## src/rtl/fetch_decode_buffer.sv

```systemverilog
// Elastic {pc, instr} queue between fetch and decode, flushed on redirect.
// Define FDBUF_BYPASS_EN to let an entry pass straight through an empty buffer.
module fetch_decode_buffer #(
    parameter int DEPTH = 2
) (
    input  logic                     clk,
    input  logic                     reset,
    input  logic                     flush,
    input  logic                     in_valid,
    output logic                     in_ready,
    input  logic [63:0]              in_pc,
    input  logic [31:0]              in_instr,
    output logic                     out_valid,
    input  logic                     out_ready,
    output logic [63:0]              out_pc,
    output logic [31:0]              out_instr,
    output logic [$clog2(DEPTH):0]   count
);

    localparam int AW = $clog2(DEPTH);
    localparam int PW = AW + 1;

    typedef logic [PW-1:0] ptr_t;

    ptr_t          wr_ptr;
    ptr_t          rd_ptr;
    logic [AW-1:0] wr_idx;
    logic [AW-1:0] rd_idx;
    logic [63:0]   pc_mem    [DEPTH];
    logic [31:0]   instr_mem [DEPTH];

    logic empty;
    logic full;
    logic bypass;
    logic push;
    logic pop;
    logic write_en;
    logic read_en;

    assign wr_idx = wr_ptr[AW-1:0];
    assign rd_idx = rd_ptr[AW-1:0];

    // The extra pointer MSB separates full from empty when the indices match.
    assign empty    = (wr_ptr == rd_ptr);
    assign full     = (wr_ptr[AW] != rd_ptr[AW]) && (wr_idx == rd_idx);
    assign in_ready = ~full;

    always_comb begin
        // NOTE: every output of this block gets a default first, so no path leaves it unassigned and no latch is inferred.
        bypass    = 1'b0;
        out_valid = 1'b0;
        out_pc    = '0;
        out_instr = '0;
`ifdef FDBUF_BYPASS_EN
        bypass = empty & in_valid & ~flush;
`endif
        if (!empty) begin
            out_valid = 1'b1;
            out_pc    = pc_mem[rd_idx];
            out_instr = instr_mem[rd_idx];
        end else if (bypass) begin
            out_valid = 1'b1;
            out_pc    = in_pc;
            out_instr = in_instr;
        end
    end

    // A bypassed entry consumed in the same cycle never touches storage.
    always_comb begin
        push     = in_valid & ~full & ~flush;
        pop      = out_valid & out_ready & ~flush;
        write_en = push & ~(bypass & out_ready);
        read_en  = pop & ~empty;
    end

    always_ff @(posedge clk or posedge reset) begin
        if (reset) begin
            wr_ptr <= '0;
            rd_ptr <= '0;
            count  <= '0;
        end else if (flush) begin
            wr_ptr <= '0;
            rd_ptr <= '0;
            count  <= '0;
        end else begin
            wr_ptr <= wr_ptr + PW'(write_en);
            rd_ptr <= rd_ptr + PW'(read_en);
            count  <= count + PW'(write_en) - PW'(read_en);
        end
    end

    // NOTE: storage carries no reset; stale contents are never visible because the outputs are masked while empty.
    always_ff @(posedge clk) begin
        if (write_en) begin
            pc_mem[wr_idx]    <= in_pc;
            instr_mem[wr_idx] <= in_instr;
        end
    end

endmodule

```

## config.mk

```make
export PLATFORM = sky130hd
export DESIGN_NAME = fetch_decode_buffer
export DESIGN_NICKNAME = d
export VERILOG_FILES = /design/src/rtl/fetch_decode_buffer.sv
export SDC_FILE = /design/constraint.sdc
export NUM_CORES = 1
export LEC_CHECK = 0
export BUFFER_PORTS_ARGS = -buffer_cell sky130_fd_sc_hd__buf_2
export CAP_MARGIN = 20
export CORE_MARGIN = 1.5
export CORE_UTILIZATION = 53
export DETAILED_ROUTE_END_ITERATION = 6
export GPL_TIMING_DRIVEN = 0
export HOLD_SLACK_MARGIN = 0.08
export PLACE_DENSITY = 0.89
export SYNTH_ARGS = -nofsm -noshare
export SYNTH_HDL_FRONTEND = slang
export SYNTH_SLANG_ARGS = --single-unit
```

## constraint.sdc

```tcl
create_clock -name clk -period 5.5 [get_ports clk]
set_input_delay 0.275 -clock clk [delete_from_list [all_inputs] [get_ports clk]]
set_output_delay 0.275 -clock clk [all_outputs]
set_load 0.05 [all_outputs]
```

# Word level (Yosys, flattened, before mapping)
# Memories as Yosys holds them, arrays and structs flattened.
# Index checks and enable logic that the tools add are counted.
[classes]
n_addsub = 4
eq_ne = 3
n_mux = 8
bitwise = 8
reduce_logical = 1
[op_table]
columns = ["op", "n"]
rows = [
  ["$mux W64", 1],
  ["$mux W32", 1],
  ["$add A2 B1 Y2", 3],
  ["$mux W2", 3],
  ["$and A1 B1 Y1", 5],
  ["$mux W1", 3],
  ["$not A1 Y1", 3],
  ["$eq A2 B2 Y1", 1],
  ["$sub A2 B1 Y2", 1],
  ["$eq A1 B1 Y1", 1],
  ["$logic_and A1 B1 Y1", 1],
  ["$ne A1 B1 Y1", 1],
]
[word_totals]
ff_bits = 6
ram_bits = 192
in_bits = 101
output_inout_bits = 100
elab_cells = 29
memories = 2
[mem_list]
columns = ["name", "depth", "word_bits", "read_ports", "rd_clocked_by_memory_dff", "write_ports", "line_no", "source"]
rows = [
  ["pc_mem", 2, 64, 1, 0, 1, "29", "logic [63:0] pc_mem [DEPTH];"],
  ["instr_mem", 2, 32, 1, 0, 1, "30", "logic [31:0] instr_mem [DEPTH];"],
]

# Depth between registers and ports, before layout
# Gate-level depths: netlist of the first run.
[logic_depth]
word_depth = 8
depth_mapped = 10
ltp_nobuf = 7

# Worst setup path before layout of the first run
# Ideal clock, no wire load.
[synth_timing]
path_kind = "reg2reg"
startpoint = "reg rd_ptr[0]"
endpoint = "mem instr_mem[1][0] (enable)"
t_arrival_ps = 3309
required_ps = 5032
path_slack_ps = 1723
stages_incl_launch_ff = 6
n_path_buf = 2
period_less_slack_ps = 3777
cell_sequence = "dfrtp_1 > buf_4 > buf_6 > xor2_1 > o21a_1 > ha_1"
[synth_via]
elab_chain_len = 7
[synth_lines]
columns = ["item", "line_no", "source"]
rows = [
  ["from (decl)", "26", "ptr_t rd_ptr;"],
  ["from (signal assigned)", "87", "rd_ptr <= rd_ptr + PW'(read_en);"],
  ["$eq A1 B1 Y1", "45", "assign full = (wr_ptr[AW] != rd_ptr[AW]) && (wr_idx == rd_idx);"],
  ["$logic_and A1 B1 Y1", "45", ""],
  ["$not A1 Y1", "70", "push = in_valid & ~full & ~flush;"],
  ["$and A1 B1 Y1 (2 in a row)", "70", ""],
  ["$mux W1", "94", "if (write_en) begin"],
  ["$mux W1 (not written as such)", "96", "instr_mem[wr_idx] <= in_instr;"],
  ["to (decl)", "30", ""],
]
# No other way between the ends.

# Worst setup path in the final report of the first run
[layout_timing]
startpoint = "reg rd_ptr[1]"
endpoint = "mem pc_mem[1][52] (enable)"
[layout_via]
elab_chain_len = 7
[layout_lines]
columns = ["item", "line_no", "source"]
rows = [
  ["$ne A1 B1 Y1", "45", ""],
  ["$logic_and A1 B1 Y1", "45", ""],
  ["$not A1 Y1", "70", ""],
  ["$and A1 B1 Y1 (2 in a row)", "70", ""],
  ["$mux W1", "94", ""],
  ["$mux W1 (not written as such)", "95", "pc_mem[wr_idx] <= in_pc;"],
  ["to (decl)", "29", ""],
]
# No other way between the ends.

==> results.py, run 1 <==
metrics = {
    "sta": {
        "slew_headroom_pct": 50.8,
        "skew_ps": 7.33,
        "max_clock_freq_ghz": 0.381,
        "hold_viol": 0,
        "finalCritPeriodShare_pct": 47.8,
        "rsz0062_at_grt": "no",
        "tns_ps": 0,
        "period_minus_slack_ps": 2630,
        "tightest_slew_ps": 738,
        "setup_viol": 0,
        "slew_violations": 0,
        "whs_ps": 113,
    },
    "grt": {
        "grt_pass1_vias": 5175,
        "grt_max_degree": 64,
        "antenna_found_initial": 1,
        "grt_usage_pct": 23.2,
        "grt_overflow": 0,
        "grt_pass1_wl_um": 25900,
    },
    "place": {
        "hpwl_um": 10600,
        "io_buffers": 200,
        "dp.cells": 835,
        "gp_congestion": 0.716,
    },
    "pwr": {
        "ir_drop_v": 0.000242,
        "power.internal_mw": 2.66,
        "p_sw_share_pct": 29.1,
        "p_total_mw": 3.75,
        "pwr_density_cell_mw_per_mm2": 353,
        "seq_power_share_pct": 46.4,
        "p_leak_nw": 4.04,
        "pwr-share-clk_pct": 32.9,
        "p_sw_mw": 1.09,
        "combPwrFrac_pct": 20.7,
    },
    "floorplan": {
        "die_w_um": 124,
        "initial_core_util_pct": 53.8,
        "die_h_um": 124,
        "rows": 44,
        "io_pins": 201,
        "design.core.area_mm2": 0.0144,
        "die_area_mm2": 0.0154,
    },
    "synth": {
        "synthTopCellsByArea": "edfxtp_1 (74%), mux2i_1 (12%), a21oi_1 (6.3%)",
        "synth_area_mm2": 0.00776,
        "yosysWarnings": 0,
        "ys_ff_latch": 198,
        "synth_cells": 449,
        "synth_area_leader_cell": "edfxtp_1",
        "syn-num-nets": 555,
        "synth.avg_cell_area_um2": 17.3,
        "synth.yosys.seq_area_share_pct": 76.3,
        "synth.distinct_cells": 20,
        "synth_top_area_share_pct": 74.3,
    },
    "worst_setup_path": {
        "critPathArrivalTime_ps": 2730,
        "critPathMaxFanout": 50,
        "max_stage_delay_ps": 630,
        "critPathLaunchType": "flop",
        "cp_cell_sequence": "xnor2_1, clkbuf_1, o21a_1, ha_4, buf_16",
        "critPathRequiredTime_ps": 5600,
        "critPathCaptureType": "flop",
        "path_class": "reg -> reg",
        "crit_slowest_cell": "ha_4",
        "startpoint": "rd_ptr[1]",
        "r2r_start": "rd_ptr[1]",
    },
    "min_path": {
        "hp-start": "flush",
        "hp-class": "in -> reg",
    },
    "clock_network": {
        "clockBufferDepth": 2,
        "clkTransAtPathRegs_ps": 70,
        "cts_resized": 0,
        "cts_sinks": 198,
        "tritoncts": "done",
        "root_buffer": "clkbuf_16",
        "numCtsBuffers": 17,
        "postCtsSetupRepairBufs": 0,
        "clkLatencyLatePin_ps": 430,
        "htree_levels": 4,
    },
    "route": {
        "drtAntennaViolNets": 0,
        "wirelength_um": 18100,
        "drt_iter0_markers": 362,
        "drc": 0,
        "vias": 5115,
        "drt_first_pass_iters": 5,
        "wl_per_cell_um": 18.8,
        "viasPerCell": 5.31,
    },
    "cells_and_area": {
        "final_common_cell": "buf_2",
        "fin_nets": 873,
        "syn2layout_area_growth_pct": 37.0,
        "fin_cells": 964,
        "mostFrequentLayoutCells": "buf_2 (213), edfxtp_1 (192), a21oi_1 (97), dlygate4sd3_1 (97), mux2i_1 (96)",
        "drive_above_1_share_pct": 32.6,
    },
    "flow_run": {
        "max-cap-violations": 0,
    },
    "run_status": {
        "outcome": "complete, no violations",
    },
}
==> worst max-delay path, delay by kind of cell, from the launching register on <==
| family | cells | cell delay, ps |
|---|---|---|
| AO/OA/AOI/OAI | 1 | 270 |
| buffers and inverters | 2 | 770 |
| XOR/XNOR | 1 | 180 |
| adder cells (fa/ha/maj) | 1 | 630 |
| flip-flops | 1 | 400 |
==> power groups by stage <==
stage / clock [mW] / combinational (mW) / sequential, mW
finish: 1.24 / 0.777 / 1.74
global route: 1.31 / 0.821 / 1.74
CTS: 1.25 / 0.773 / 1.74
detailed placement: 0 / 0.715 / 1.77
global placement: 0 / 0.690 / 1.78
floorplan: 0 / 0.511 / 1.78
==> logic make-up (layout without fill, tap and decap cells) <==
group,after synthesis,after routing,share of synthesized area [%]
flops,198,198,76.3
compound gates,99,99,6.42
mux,96,96,12.4
buf+inv,35,365,2.39
simple gates,10,10,0.645
xor+xnor,6,6,1.10
fa+ha+maj,5,5,0.806
other cells,0,1,0
==> flip-flops by register name, summed over array words and instances (netlist names) <==
name       count
rd_ptr         2
pc_mem       128
wr_ptr         2
count          2
instr_mem     64
==> worst paths after layout <==
path | end | slack, ps | cells after the start
min in group asynchronous | count[1] | 300 | 3
worst min register to register | rd_ptr[1] | 600 | 2
worst max-delay path | pc_mem[1][52] | 2870 | 5
max in group asynchronous | wr_ptr[0] | 5020 | 3
worst min-delay path | wr_ptr[0] | 110 | 2
worst max register to register | pc_mem[1][52] | 2870 | 5
==> cell usage after synthesis <==
library cell,instances
o21a_1,1
dfrtp_1,6
inv_1,3
edfxtp_1,192
nand2_1,1
nand2b_1,2
xnor2_1,3
nor2b_1,3
xnor3_1,1
mux2i_1,96
buf_2,13
a21oi_1,97
xnor2_4,1
nor2_1,4
xor2_1,1
clkbuf_1,12
ha_1,5
buf_4,4
o21ai_0,1
buf_6,3
==> area by class of cell <==
cell class                      count  area [um2]
Clock inverter                     13         156
Sequential cell                   198        5920
Timing Repair Buffer              299        2030
Antenna cell                        1        2.50
Buffer                             32         174
Multi-Input combinational cell    216        1680
Clock buffer                       18         429
Inverter                            3        11.3
Fill cell                         888        3800
Tap cell                          184         230
==> metrics by stage <==
step	cell area, um2	setup WS, ps	util, %
after floorplan	7760	1720	-
after global placement	8990	470	62.3
after detailed placement	9070	2850	62.9
after CTS	10600	2840	73.7
after global routing	10600	2690	73.7
final	10600	2870	73.7
==> per-layer routing <==
metal  vias to the layer above  global-route usage, %  share of wire, %
li1                       2379                      -                 -
met1                      2485                   27.2                38
met5                         -                      0                 0
met3                        31                   5.08               6.3
met2                       220                   41.4                54
met4                         0                   9.52               2.1
==> timing repair <==
action | in CTS | in global routing
endpoints found under the setup margin | 0 | 0
hold buffers | 97 | 0
hold endpoints to repair | 198 | 0
Power figures use the tool's default switching activity.
==> run 2, diff against run 1 <==
--- a/config.mk
+++ b/config.mk
@@ -8,11 +8,11 @@
 export BUFFER_PORTS_ARGS = -buffer_cell sky130_fd_sc_hd__buf_2
 export CAP_MARGIN = 20
 export CORE_MARGIN = 1.5
-export CORE_UTILIZATION = 53
+export CORE_UTILIZATION = 48
 export DETAILED_ROUTE_END_ITERATION = 6
 export GPL_TIMING_DRIVEN = 0
 export HOLD_SLACK_MARGIN = 0.08
-export PLACE_DENSITY = 0.89
+export PLACE_DENSITY = 0.85
 export SYNTH_ARGS = -nofsm -noshare
 export SYNTH_HDL_FRONTEND = slang
 export SYNTH_SLANG_ARGS = --single-unit
==> constraint.sdc (replaced) <==
create_clock -name clk -period 2.3 [get_ports clk]
set_input_delay 0.115 -clock clk [delete_from_list [all_inputs] [get_ports clk]]
set_output_delay 0.115 -clock clk [all_outputs]
set_load 0.05 [all_outputs]
==> run 2 against run 1 <==
Compared with the run above:
- first-iteration DRC count decreased by 30%
- sequential share of layout area is 1.1 points lower
- setup slack got worse by 2800 ps
- total power rose by 140%
- cell count grew 5.1%
- via count rose by 0.25%
- critical path type is now reg -> out
- critical endpoint is now out_pc[56]
==> results.py, run 2 (synthesized netlist as in run 1, its figures left out) <==
metrics = {
    "worst_setup_path": {
        "critPathLaunchType": "flop",
        "reg2reg_to": "count[1]",
        "critPathMaxFanout": 10,
        "path_class": "reg -> out",
        "ff2ff_path_depth": 11,
        "crit_end": "out_pc[56]",
        "critPathCaptureType": "output pin",
        "critPathRequiredTime_ps": 2180,
        "r2r_slack_ps": 140,
        "startpoint": "rd_ptr[0]",
        "r2r_start": "rd_ptr[0]",
        "critPathArrivalTime_ps": 2100,
    },
    "route": {
        "drc": 0,
        "m1WireLength_um": 7180,
        "drtAntennaViolNets": 0,
        "drt_first_pass_iters": 4,
        "vias": 5128,
        "met2_length_um": 9910,
        "wl_per_cell_um": 18.4,
        "drt_iter0_markers": 252,
        "viasPerCell": 5.06,
        "top_layer": "met4",
        "wirelength_um": 18700,
        "wl_met3_um": 1250,
    },
    "run_status": {
        "outcome": "complete, no violations",
    },
    "clock_network": {
        "numCtsBuffers": 17,
        "tritoncts": "done",
        "root_buffer": "clkbuf_16",
        "htree_levels": 4,
        "cts_sinks": 198,
        "clkTransAtPathRegs_ps": 60,
        "clockBufferDepth": 2,
        "clkLatencyLatePin_ps": 420,
    },
    "pwr": {
        "pwr_density_cell_mw_per_mm2": 824,
        "p_leak_nw": 4.15,
        "power.internal_mw": 6.32,
        "p_sw_share_pct": 29.2,
        "seq_power_share_pct": 46.6,
        "ir_drop_v": 0.000537,
        "combPwrFrac_pct": 21.4,
        "p_sw_mw": 2.61,
        "pwr-share-clk_pct": 32.0,
    },
    "floorplan": {
        "initial_core_util_pct": 49.0,
        "design.core.area_mm2": 0.0158,
        "io_pins": 201,
        "die_area_mm2": 0.0169,
        "rows": 46,
        "die_h_um": 130,
        "die_w_um": 130,
    },
    "sta": {
        "skew_ps": 6.43,
        "slew_violations": 0,
        "hold_viol": 0,
        "period_minus_slack_ps": 2220,
        "setup_slack_ps": 84.5,
        "max_clock_freq_ghz": 0.451,
        "tns_ps": 0,
        "setup_viol": 0,
        "whs_ps": 185,
        "finalCritPeriodShare_pct": 96.3,
        "slew_headroom_pct": 71.1,
        "tightest_slew_ps": 433,
    },
    "cells_and_area": {
        "drive_above_1_share_pct": 35.0,
        "fin_cells": 1013,
        "reg_top3": "pc_mem x128, instr_mem x64",
        "final_common_cell": "buf_2",
        "multi_input_area_mm2": 0.00169,
        "largest_reg_flops": 128,
        "fin_nets": 887,
        "regArea_mm2": 0.00592,
        "regMostFlops": "pc_mem",
        "mostFrequentLayoutCells": "buf_2 (210), edfxtp_1 (192), dlygate4sd3_1 (98), mux2i_1 (96), a21oi_1 (96)",
        "fill_cells": 1021,
        "syn2layout_area_growth_pct": 39.8,
    },
    "grt": {
        "grt_overflow": 0,
        "grt_pass1_vias": 5367,
        "grt_max_degree": 54,
        "grt_usage_pct": 21.6,
        "grt_pass1_wl_um": 26900,
        "antenna_found_initial": 3,
    },
    "place": {
        "gp_congestion": 0.733,
        "io_buffers": 200,
        "pre_cts_ws_ps": -327,
        "hpwl_um": 10400,
        "dp.cells": 867,
    },
    "min_path": {
        "hp-class": "in -> async",
    },
    "flow_run": {
        "max-cap-violations": 0,
    },
}
run 2: cell types whose count changed in the layout (fill, tap and decap cells not counted), sizes merged:
cell,change
inv,-1
clkbuf,+7
diode,+2
bufinv,-1
clkinvlp,-1
buf,+10
dlygate4sd3,+1
run 2: final cells by class:
class / count / share of cell area (%)
Antenna cell: 3 / 0.0692
Sequential cell: 198 / 54.6
Timing Repair Buffer: 313 / 20.3
Clock buffer: 22 / 4.19
Buffer: 32 / 1.79
Inverter: 3 / 0.104
Clock inverter: 10 / 0.992
Tap cell: 216 / 2.49
Multi-Input combinational cell: 216 / 15.5
run 2: worst max-delay path, cell delays in order, from the launching register on:
cell and delay, ps:
dfrtp_1 410, buf_6 170, xnor2_4 130, buf_4 170, buf_4 150, buf_2 180, a21oi_1 160, buf_2 290
run 2: metal layers:
metal | global-route usage (%) | up-vias
li1 | - | 2402
met1 | 24.3 | 2482
met2 | 39.1 | 216
met3 | 6.72 | 28
met4 | 6.99 | 0
met5 | 0 | -
run 2: how the worst min path moves through the flow:
stage / from / endpoint / slack [ps] / cells past startpoint
global placement: reset / count[0] / 30 / 2
detailed placement: reset / count[0] / 50 / 2
finish: reset / count[1] / 180 / 3
global route: reset / wr_ptr[1] / 180 / 3
CTS: reset / wr_ptr[1] / 140 / 3
floorplan: reset / count[0] / -90 / 1
run 2: timing repair:
item                                    CTS  global route
hold buffers                             98             0
endpoints found under the setup margin  253           166
resized for setup                         4            19
endpoints found under the hold margin   204             0
pin swaps                                 2             1
buffers inserted                          7             6
run 2: metrics by stage:
stage,power (mW),util (%),area [um2]
5_1_grt,9.23,68.5,10800
6_report,8.94,68.5,10800
3_5_place_dp,5.94,57.5,9110
2_1_floorplan,5.47,-,7760
3_3_place_gp,5.89,57.1,9030
4_1_cts,8.92,67.9,10700
run 2: power groups by stage:
stage               clock network (mW)  registers [mW]  logic (mW)
floorplan                            0            4.25        1.22
global placement                     0            4.24        1.65
detailed placement                   0            4.24        1.70
CTS                               2.90            4.16        1.87
global route                      3.05            4.17        2.01
finish                            2.86            4.16        1.91
==> run 3, diff against run 2 <==
--- a/config.mk
+++ b/config.mk
@@ -8,11 +8,12 @@
 export BUFFER_PORTS_ARGS = -buffer_cell sky130_fd_sc_hd__buf_2
 export CAP_MARGIN = 20
 export CORE_MARGIN = 1.5
-export CORE_UTILIZATION = 48
+export CORE_UTILIZATION = 49
+export CTS_BUF_LIST = sky130_fd_sc_hd__clkbuf_8
 export DETAILED_ROUTE_END_ITERATION = 6
 export GPL_TIMING_DRIVEN = 0
 export HOLD_SLACK_MARGIN = 0.08
-export PLACE_DENSITY = 0.85
+export PLACE_DENSITY = 0.87
 export SYNTH_ARGS = -nofsm -noshare
 export SYNTH_HDL_FRONTEND = slang
 export SYNTH_SLANG_ARGS = --single-unit
==> run 3 against run 2 <==
Compared with the run above:
- sequential share of layout area is 0.74 points higher
- sequential power about the same
- cell area shrank 1.3%
- combinational power hardly changed
- routed wire length increased by 0.62%
- clock skew grew 8.3 ps
- register-to-register slack got worse by 30 ps
- clock power shrank 17%
- die area is 2.0% lower
- hold slack got worse by 70 ps
- first-iteration DRC count grew 31%
==> results.py, run 3 (synthesized netlist as in run 1, its figures left out) <==
metrics = {
    "pwr": {
        "p_sw_share_pct": 30.8,
        "seq_power_share_pct": 49.2,
        "power.internal_mw": 5.84,
        "ir_drop_v": 0.000552,
        "p_sw_mw": 2.60,
        "combPwrFrac_pct": 22.7,
        "pwr-share-clk_pct": 28.1,
        "pwr_density_cell_mw_per_mm2": 790,
        "p_leak_nw": 4.08,
        "p_total_mw": 8.45,
    },
    "cells_and_area": {
        "mostFrequentLayoutCells": "buf_2 (210), edfxtp_1 (192), dlygate4sd3_1 (98), a21oi_1 (96), mux2i_1 (95)",
        "fin_nets": 883,
        "fin_util_pct": 69.9,
        "drive_above_1_share_pct": 35.3,
        "regArea_mm2": 0.00592,
        "syn2layout_area_growth_pct": 37.9,
        "regMostFlops": "pc_mem",
        "fill_cells": 982,
        "reg_top3": "pc_mem x128, instr_mem x64",
        "final_common_cell": "buf_2",
        "design_area_mm2": 0.0107,
        "largest_reg_flops": 128,
        "multi_input_area_mm2": 0.00170,
    },
    "floorplan": {
        "die_w_um": 129,
        "io_pins": 201,
        "design.core.area_mm2": 0.0153,
        "initial_core_util_pct": 50.7,
        "rows": 45,
        "die_area_mm2": 0.0166,
        "die_h_um": 129,
    },
    "sta": {
        "slew_violations": 0,
        "period_minus_slack_ps": 2210,
        "finalCritPeriodShare_pct": 96.3,
        "max_clock_freq_ghz": 0.452,
        "hold_viol": 0,
        "rsz0062_at_grt": "no",
        "tightest_slew_ps": 332,
        "skew_ps": 14.7,
        "setup_viol": 0,
        "slew_headroom_pct": 77.8,
    },
    "clock_network": {
        "clockBufferDepth": 2,
        "clkTransAtPathRegs_ps": 100,
        "clkLatencyLatePin_ps": 460,
        "root_buffer": "clkbuf_8",
        "cts_sinks": 198,
        "htree_levels": 4,
        "tritoncts": "done",
        "numCtsBuffers": 17,
    },
    "route": {
        "wl_per_cell_um": 18.7,
        "drt_iter0_markers": 331,
        "drtAntennaViolNets": 0,
        "drt_first_pass_iters": 4,
        "wirelength_um": 18800,
        "drc": 0,
        "viasPerCell": 5.20,
        "vias": 5213,
    },
    "worst_setup_path": {
        "critPathRequiredTime_ps": 2180,
        "max_stage_delay_ps": 400,
        "r2r_slack_ps": 110,
        "crit_slowest_cell": "dfrtp_1",
        "critPathLaunchType": "flop",
        "cp_cell_sequence": "buf_4, xnor2_4, buf_12, clkbuf_2, a21oi_1, buf_2",
        "critPathCaptureType": "output pin",
        "critPathArrivalTime_ps": 2100,
        "critPathMaxFanout": 10,
        "path_class": "reg -> out",
    },
    "flow_run": {
        "max-cap-violations": 0,
    },
    "place": {
        "placed_area_mm2": 0.00910,
        "gp_congestion": 0.735,
        "io_buffers": 200,
        "hpwl_um": 10500,
    },
    "grt": {
        "grt_usage_pct": 22.5,
        "grt_pass1_wl_um": 27400,
        "grt_overflow": 0,
        "grt_max_degree": 56,
        "grt_pass1_vias": 5332,
        "antenna_found_initial": 2,
    },
    "run_status": {
        "outcome": "complete, no violations",
    },
    "min_path": {
        "hp-class": "in -> async",
    },
}
## run 3: cell count changes in the layout (fill, tap and decap cells not counted), sizes merged
cell | before | now
clkinv | 7 | 1
inv | 4 | 9
buf | 232 | 228
clkbuf | 37 | 34
clkinvlp | 0 | 3
diode | 3 | 1
bufinv | 2 | 3
## run 3: final cells by class
type / count / area share [%]
clock buffer: 19 / 2.44
tap: 211 / 2.47
timing repair buffer: 309 / 20.4
buffer: 32 / 1.79
multi-input combinational: 216 / 15.9
sequential: 198 / 55.3
inverter: 3 / 0.105
clock inverter: 13 / 1.57
antenna: 1 / 0.0234
## run 3: worst paths after layout
check	cells past startpoint	end	start
max in group asynchronous	3	rd_ptr[1]	reset
setup reg to reg	6	pc_mem[0][5]	rd_ptr[0]
hold / removal	3	rd_ptr[0]	reset
hold reg to reg	2	rd_ptr[1]	rd_ptr[1]
setup / recovery	6	out_pc[25]	rd_ptr[0]
min in group clk	5	rd_ptr[0]	out_ready
## run 3: metal layers
metal	up-vias	global-route usage [%]	wire (um)
li1	2401	-	-
met1	2551	25.2	7270
met2	223	40.8	9910
met3	36	5.53	1170
met4	2	9.65	398
met5	-	0	15
## run 3: what timing repair did
item	4_1_cts	5_1_grt
pin swaps	2	1
gates cloned	0	1
hold endpoints to repair	204	0
hold buffers	98	0
resized for setup	5	21
setup endpoints to repair	185	152
buffers inserted	5	3
## run 3: stage by stage
stage,setup TNS [ps],hold slack [ps],std cells,worst slack [ps]
floorplan,-82650,-94.0,449,-437
global placement,-209250,38.6,860,-1100
detailed placement,-25170,47.6,862,-239
CTS,0,93.3,997,6.73
global route,0,143,1002,3.14
finish,0,114,1002,85.4
## run 3: critical path, delay by kind of cell, from the launching register on
kind            cells  cell delay [ps]
flops               1              400
xor+xnor            1              150
buf+inv             4              860
compound gates      1              220
## run 3: power groups by stage
| stage | clock network, mW | registers, mW | logic [mW] |
|---|---|---|---|
| after detailed placement | 0 | 4.24 | 1.70 |
| final | 2.37 | 4.16 | 1.92 |
| after floorplan | 0 | 4.25 | 1.22 |
| after global placement | 0 | 4.24 | 1.65 |
| after CTS | 2.39 | 4.15 | 1.87 |
| after global routing | 2.55 | 4.17 | 2.01 |
